## src/rtl/reg_read_port.sv

```systemverilog
// Read-side controller for the register bank's shared read bus: takes an address
// request, drives one register's output enable, samples the settled bus, returns it.
module reg_read_port #(
    parameter int NUM_REGS = 4,
    parameter int ADDR_W   = 2,
    parameter int DATA_W   = 8
) (
    input  logic                clk,
    input  logic                reset,
    input  logic                req_valid,
    output logic                req_ready,
    input  logic [ADDR_W-1:0]   req_addr,
    output logic [NUM_REGS-1:0] reg_oe,
    input  logic [DATA_W-1:0]   bus_in,
    output logic                rsp_valid,
    input  logic                rsp_ready,
    output logic [DATA_W-1:0]   rsp_data,
    output logic [ADDR_W-1:0]   rsp_addr,
    output logic                rsp_err,
    output logic [7:0]          rd_count
);

    typedef enum logic [1:0] {
        S_IDLE,
        S_DRIVE,
        S_CAPTURE,
        S_RESP
    } state_t;

    localparam logic [ADDR_W:0] NUM_REGS_W = (ADDR_W + 1)'(NUM_REGS);

    state_t              state_q, state_d;
    logic [ADDR_W-1:0]   addr_q, addr_d;
    logic [DATA_W-1:0]   data_q, data_d;
    logic [ADDR_W-1:0]   rsp_addr_q, rsp_addr_d;
    logic                err_q, err_d;
    logic [7:0]          count_q, count_d;
    logic                armed_q;
    logic                req_in_range;
    logic                oe_active;

    // armed_q keeps req_ready low until the first clock edge after reset release.
    always_ff @(posedge clk or negedge reset) begin
        if (!reset) begin
            state_q    <= S_IDLE;
            addr_q     <= '0;
            data_q     <= '0;
            rsp_addr_q <= '0;
            err_q      <= 1'b0;
            count_q    <= '0;
            armed_q    <= 1'b0;
        end else begin
            state_q    <= state_d;
            addr_q     <= addr_d;
            data_q     <= data_d;
            rsp_addr_q <= rsp_addr_d;
            err_q      <= err_d;
            count_q    <= count_d;
            armed_q    <= 1'b1;
        end
    end

    assign req_in_range = ({1'b0, req_addr} < NUM_REGS_W);

    always_comb begin
        state_d    = state_q;
        addr_d     = addr_q;
        data_d     = data_q;
        rsp_addr_d = rsp_addr_q;
        err_d      = err_q;
        count_d    = count_q;
        req_ready  = 1'b0;
        unique case (state_q)
            S_IDLE: begin
                req_ready = armed_q;
                if (req_valid && armed_q) begin
                    addr_d = req_addr;
                    if (req_in_range) begin
                        state_d = S_DRIVE;
                    end else begin
                        // Out-of-range requests never touch the bus.
                        data_d     = '0;
                        rsp_addr_d = req_addr;
                        err_d      = 1'b1;
                        state_d    = S_RESP;
                    end
                end
            end
            S_DRIVE: begin
                state_d = S_CAPTURE;
            end
            S_CAPTURE: begin
                data_d     = bus_in;
                rsp_addr_d = addr_q;
                err_d      = 1'b0;
                state_d    = S_RESP;
            end
            S_RESP: begin
                if (rsp_ready) begin
                    count_d = count_q + 8'd1;
                    state_d = S_IDLE;
                end
            end
            default: begin
                state_d = S_IDLE;
            end
        endcase
    end

    assign oe_active = (state_q == S_DRIVE) || (state_q == S_CAPTURE);

    // addr_q is known in range whenever oe_active, so at most one enable decodes true.
    generate
        for (genvar gi = 0; gi < NUM_REGS; gi++) begin : g_oe
            assign reg_oe[gi] = oe_active && (addr_q == ADDR_W'(gi));
        end
    endgenerate

    assign rsp_valid = (state_q == S_RESP);
    assign rsp_data  = data_q;
    assign rsp_addr  = rsp_addr_q;
    assign rsp_err   = err_q;
    assign rd_count  = count_q;

endmodule

```

## config.mk

```make
export PLATFORM = sky130hd
export DESIGN_NAME = reg_read_port
export DESIGN_NICKNAME = d
export VERILOG_FILES = /design/src/rtl/reg_read_port.sv
export SDC_FILE = /design/constraint.sdc
export NUM_CORES = 1
export LEC_CHECK = 0
export ABC_AREA = 1
export CAP_MARGIN = 10
export CORE_ASPECT_RATIO = 2
export CORE_MARGIN = 2
export CORE_UTILIZATION = 41
export CTS_BUF_LIST = sky130_fd_sc_hd__clkbuf_8
export DETAILED_ROUTE_END_ITERATION = 8
export PLACE_DENSITY = 0.77
export SYNTH_ARGS = -nofsm -noshare
export SYNTH_HDL_FRONTEND = slang
export SYNTH_SLANG_ARGS = --single-unit
export TNS_END_PERCENT = 100
```

## constraint.sdc

```tcl
create_clock -name clk -period 1.27 [get_ports clk]
set_input_delay 0.127 -clock clk [delete_from_list [all_inputs] [get_ports clk]]
set_output_delay 0.127 -clock clk [all_outputs]
set_load 0.01 [all_outputs]
```

======== Yosys cells after proc, flatten, opt, wreduce, memory -nomap -nowiden ========
Index checks and enable logic that the tools add are counted.
word-level totals
  output and inout bits ................... 25
  input bits .............................. 14
  word-level logic and storage cells ...... 30
  flip-flop bits (word level) ............. 23
cells by class
  reductions and logical operators ........ 11
  add/subtract/negate cells ............... 1
  mux-type cells .......................... 4
  equality and inequality tests ........... 8
operators with widths
  kind                                                             count
  8-bit by 1-bit adder with 8-bit output, second input constant    1
  2-bit == test, second input constant                             4
  2-bit case mux with 4 select lines                               1
  2-bit AND reduction                                              3
  1-bit logical AND                                                5
  2-bit by 1-bit == test with 1-bit output, second input constant  2
  2-bit logical NOT                                                2
  2-bit 2-to-1 mux                                                 2
  2-bit by 1-bit != test with 1-bit output, second input constant  1
  2-bit != test, second input constant                             1
  1-bit logical OR                                                 1
  1-bit 2-to-1 mux                                                 1

======== Depth between registers and ports, before layout ========
Gate-level depths: netlist of the first run.
  word-level depth ........................ 3
  gate-level depth with buffers ........... 7
  depth with buffers taken out ............ 7

======== Worst setup path after synthesis of the first run ========
OpenSTA, ideal clock, no wires.
  kind .................................... register to register
  start ................................... register state_q[1]
  end ..................................... register count_q[1], in the netlist rd_count[1]
  clock period less this slack ............ 1.268 ns
  path buffers ............................ 0
  cell stages (with the launch flop) ...... 4
  path slack .............................. 0.002 ns
  setup time .............................. 0.125 ns
  data arrival time ....................... 1.143 ns
  cell sequence ........................... dfrtp_1 ha_1 nand2_1 mux2_2
between the ends
  word-level cells in the longest chain between the ends .. 2
ends and longest elaborated chain
  item                           RTL line  text
  start: declaration             32        state_t state_q, state_d;
  start signal: assignment       53        state_q <= state_d;
  2-bit == test                  n/a
  net rsp_valid                  15        output logic rsp_valid,
  2-bit AND reduction (no line)  n/a
  end signal: assignment         58        count_q <= count_d;
  end: declaration               37        logic [7:0] count_q, count_d;
The timed path passes the listed nets, and every way through them passes these cells.
A chain may end at the register's enable or synchronous reset.

======== Worst setup path after layout of the first run ========
  start ................................... register state_q[0]
  end ..................................... output reg_oe[0]
between the ends
  word-level cells in the longest chain between the ends .. 3
  elaborated cells on any way between the ends .. 4
  classes of those cells .................. 2 x eq/ne; 2 x reduce/logical
ends and longest elaborated chain
  item                                                                       RTL line  text
  2-bit by 1-bit == test with 1-bit output or 2-bit == test (tied branches)  110       assign oe_active = (state_q == S_DRIVE) || (state_q == S_CAPTURE);
  1-bit logical OR (*)                                                       110
  1-bit logical AND (*)                                                      115       assign reg_oe[gi] = oe_active && (addr_q == ADDR_W'(gi));
  end: declaration                                                           13        output logic [NUM_REGS-1:0] reg_oe,
Every way passes the cells marked *; elsewhere a longest branch is shown, timed or not.

==> impl_metrics.csv, run 1 <==
group,metric,value,unit
route,wl_per_cell,13.96,um
timing,rsz0062_at_grt,"yes",
power,power_frac_clock,11.3,%
route,totalWireLength,2945,um
clock_tree,htree_levels,1,
final_layout,commonest_non_fill_non_tap_cells_in_the_layout,"nand2_1, dfrtp_1, dlygate4sd2_1",
worst_setup_path,timing.critical_path.from_type,"flop",
clock_tree,clock_tree.buffer_depth,2,
worst_setup_path,crit_required,1.14,ns
status,violations,"setup timing",
worst_setup_path,r2r.worst_path.cells,7,
worst_setup_path,reg2reg_to,"rd_count[3]",
power,internal_power_of_the_cells,2330,uW
timing,post-route-worst-setup-slack,-0.1363,ns
timing,fmax,0.7111,GHz
grt,globalRoute.totalOverflow,0,
power,p_comb_share,57.5,%
worst_setup_path,critical_path.reg2reg.startpoint,"state_q[0]",
grt,number_of_antenna_violations_at_the_first_check_in_global_routing,0,
synthesis,number_of_different_library_cells_in_the_post_synthesis_netlist,16,
power,power.switching,1555,uW
status,outcome,"finished, violations left",
place,placed_cell_area,1535,um^2
route,detail_route.first_pass.iterations,4,
route,detail_route.vias_per_cell,4.834,
timing,setup_viol_count_final,12,
timing,timing.clock.skew,0.004151,ns
run,max_cap_violations,0,
worst_setup_path,crit_fanout,5,
worst_setup_path,cp.arrival,1.28,ns
worst_setup_path,regToRegSetupSlack,-0.13,ns
place,dp_hpwl,1883,um
worst_setup_path,setup.worst_path.end_class,"output pin",
grt,grt_first_pass_wirelength,4291,um
route,via_count,1020,
clock_tree,worst_setup_hold_path_clk_slew,0.07,ns
place,number_of_buffer_cells_added_on_primary_ports,37,
floorplan,core_area,2537,um^2
synthesis,synth.avg_cell_area,8.618,um^2
final_layout,n_antenna_cell,0,
grt,grt_use_total,19.77,%
grt,grt_max_degree,24,
place,gp_routability_congestion,0.7102,
floorplan,dieArea,3078,um^2
floorplan,die_h,76.49,um
worst_setup_path,crit_path_class,"reg -> out",
final_layout,areaGrowthSynthToFinish,62.60,%
route,drt-initial-drc-count,33,
floorplan,initial_utilization,42.46,%
hold_path,holdCritPathClass,"in -> async",
synthesis,postSynthNetCount,144,
floorplan,floorplan.die.width,40.25,um
power,peakVddDrop,0.001135,V
floorplan,pin_count,39,
synthesis,mappedNetlistArea,1077,um^2
worst_setup_path,critical_path.startpoint,"state_q[0]",
place,pre_cts_slack,-0.3208,ns
route,final_ant_viol_nets,0,
clock_tree,numCtsBuffers,3,
route,drt_drc_violations_left,0,
synthesis,synthesis_stage_register_bit_count,23,
clock_tree,tritoncts,"done",
power,total_leakage_power,0.0009348,uW
grt,first_global_vias,1003,
floorplan,rows,26,
final_layout,post_route_cells_drive_above_1_share,31.69,%
clock_tree,cts_root_buf,"clkbuf_8",
timing,number_of_hold_violations_in_the_final_report,0,
final_layout,post-route-cell-area,1752,um^2
synthesis,synth.yosys.seq_area_share,53.43,%
timing,min_period,1.406,ns
power,netSwitchingFraction,40.03,%
power,power_per_cell_area,2218,nW/um^2
timing,final_min_period_over_clock_period,110.7,%
clock_tree,clock_sink_count,23,
power,power_frac_seq,31.2,%
synthesis,postSynthCellCount,125,
worst_setup_path,crit_path_end,"reg_oe[0]",
clock_tree,worst_skew_pair.late_latency,0.26,ns
synthesis,ys_warn_count,0,
timing,drv_slew,0,
final_layout,layout.nets,203,
final_layout,layout_commonest_cell,"nand2_1",
==> final cells by class <==
type / instances / area [um^2]
sequential: 23 / 575.6
inverter: 18 / 72.57
clock inverter: 1 / 5.005
tap: 28 / 35.03
fill: 200 / 785.8
clock buffer: 3 / 41.29
timing repair buffer: 57 / 491.7
multi-input combinational: 81 / 530.5
==> flip-flops by register name (all words and copies together), names as in the netlist <==
register	count
armed_q	1
addr_q	2
state_q	2
rd_count	8
rsp_data	8
rsp_addr	2
==> critical path, cell delays in order (launching register included) <==
cell,delay (ns)
dfrtp_1,0.39
inv_2,0.07
ha_4,0.27
inv_4,0.05
nor3_2,0.10
buf_2,0.15
==> synthesized netlist by cell type, drive strengths merged <==
cell | n | area, um^2
ha | 5 | 62.56
a21oi | 2 | 10.01
nor2 | 6 | 37.53
nand4 | 1 | 6.260
conb | 2 | 7.510
nand2 | 47 | 176.4
nor3 | 4 | 20.02
mux2 | 1 | 11.26
o21ai | 5 | 25.02
inv | 18 | 67.56
xnor2 | 2 | 17.52
dfrtp | 23 | 575.6
buf | 3 | 22.52
nand3 | 4 | 20.02
xor2 | 2 | 17.52
==> through the flow <==
| stage | hold slack [ns] | util, % | power, uW | setup TNS, ns | cells |
|---|---|---|---|---|---|
| CTS | 0.2330 | 64.25 | 3577 | -0.4947 | 208 |
| finish | 0.2298 | 69.03 | 3885 | -1.204 | 211 |
| floorplan | -0.1686 | - | 2058 | 0 | 125 |
| global placement | 0.4556 | 60.50 | 2994 | -1.188 | 197 |
| detailed placement | 0.4583 | 60.50 | 3071 | -1.658 | 197 |
| global route | 0.2502 | 69.03 | 4187 | -2.028 | 211 |
==> logic make-up (layout without fill, tap and decap cells) <==
logic type	after synthesis	after routing	synth area share (%)
compound gates	7	7	3.252
xor+xnor	4	4	3.253
fa+ha+maj	5	5	5.807
buf+inv	21	79	8.362
flops	23	23	53.43
mux	1	1	1.045
other cells	2	2	0.6971
simple gates	62	62	24.16
==> worst min-delay path by stage <==
stage / start / endpoint / slack, ns
2_1_floorplan: reset / addr_q[0] / -0.17
3_3_place_gp: rsp_data[1] / rsp_data[1] / 0.46
3_5_place_dp: rsp_data[6] / rsp_data[6] / 0.46
4_1_cts: reset / armed_q / 0.23
5_1_grt: reset / rsp_data[2] / 0.25
6_report: reset / armed_q / 0.23
==> power by group through the flow <==
stage,Sequential (uW),Clock (uW),Combinational [uW]
detailed placement,1240,0,1830
global placement,1230,0,1770
floorplan,1320,0,735
CTS,1200,457,1920
finish,1210,438,2240
global route,1250,489,2450
==> repair_timing <==
action | in CTS | in global routing
gates resized for setup | 55 | 27
hold buffers | 0 | 0
setup endpoints to repair | 32 | 16
buffers inserted | 7 | 4
pin swaps | 2 | 12
endpoints found under the hold margin | 0 | 0
==> routing by layer <==
layer  wire length (um)  global-route usage, %  vias to the layer above  part of all wire, %
met4                 51                  6.333                        0                  1.7
met2               1776                  37.26                       39                   60
met1               1030                  20.62                      486                   35
li1                   -                      -                      489                    -
met3                 87                  1.166                        6                  3.0
met5                  0                      0                        -                    0
Note: power is estimated with default switching activity, not from simulation.
==> run 2, diff against run 1 <==
--- a/config.mk
+++ b/config.mk
@@ -13,6 +13,7 @@
 export CTS_BUF_LIST = sky130_fd_sc_hd__clkbuf_8
 export DETAILED_ROUTE_END_ITERATION = 8
 export PLACE_DENSITY = 0.77
+export SLEW_MARGIN = 40
 export SYNTH_ARGS = -nofsm -noshare
 export SYNTH_HDL_FRONTEND = slang
 export SYNTH_SLANG_ARGS = --single-unit
==> results of run 2 <==
The final DEF is identical to that of run 1; final timing and power are the same.
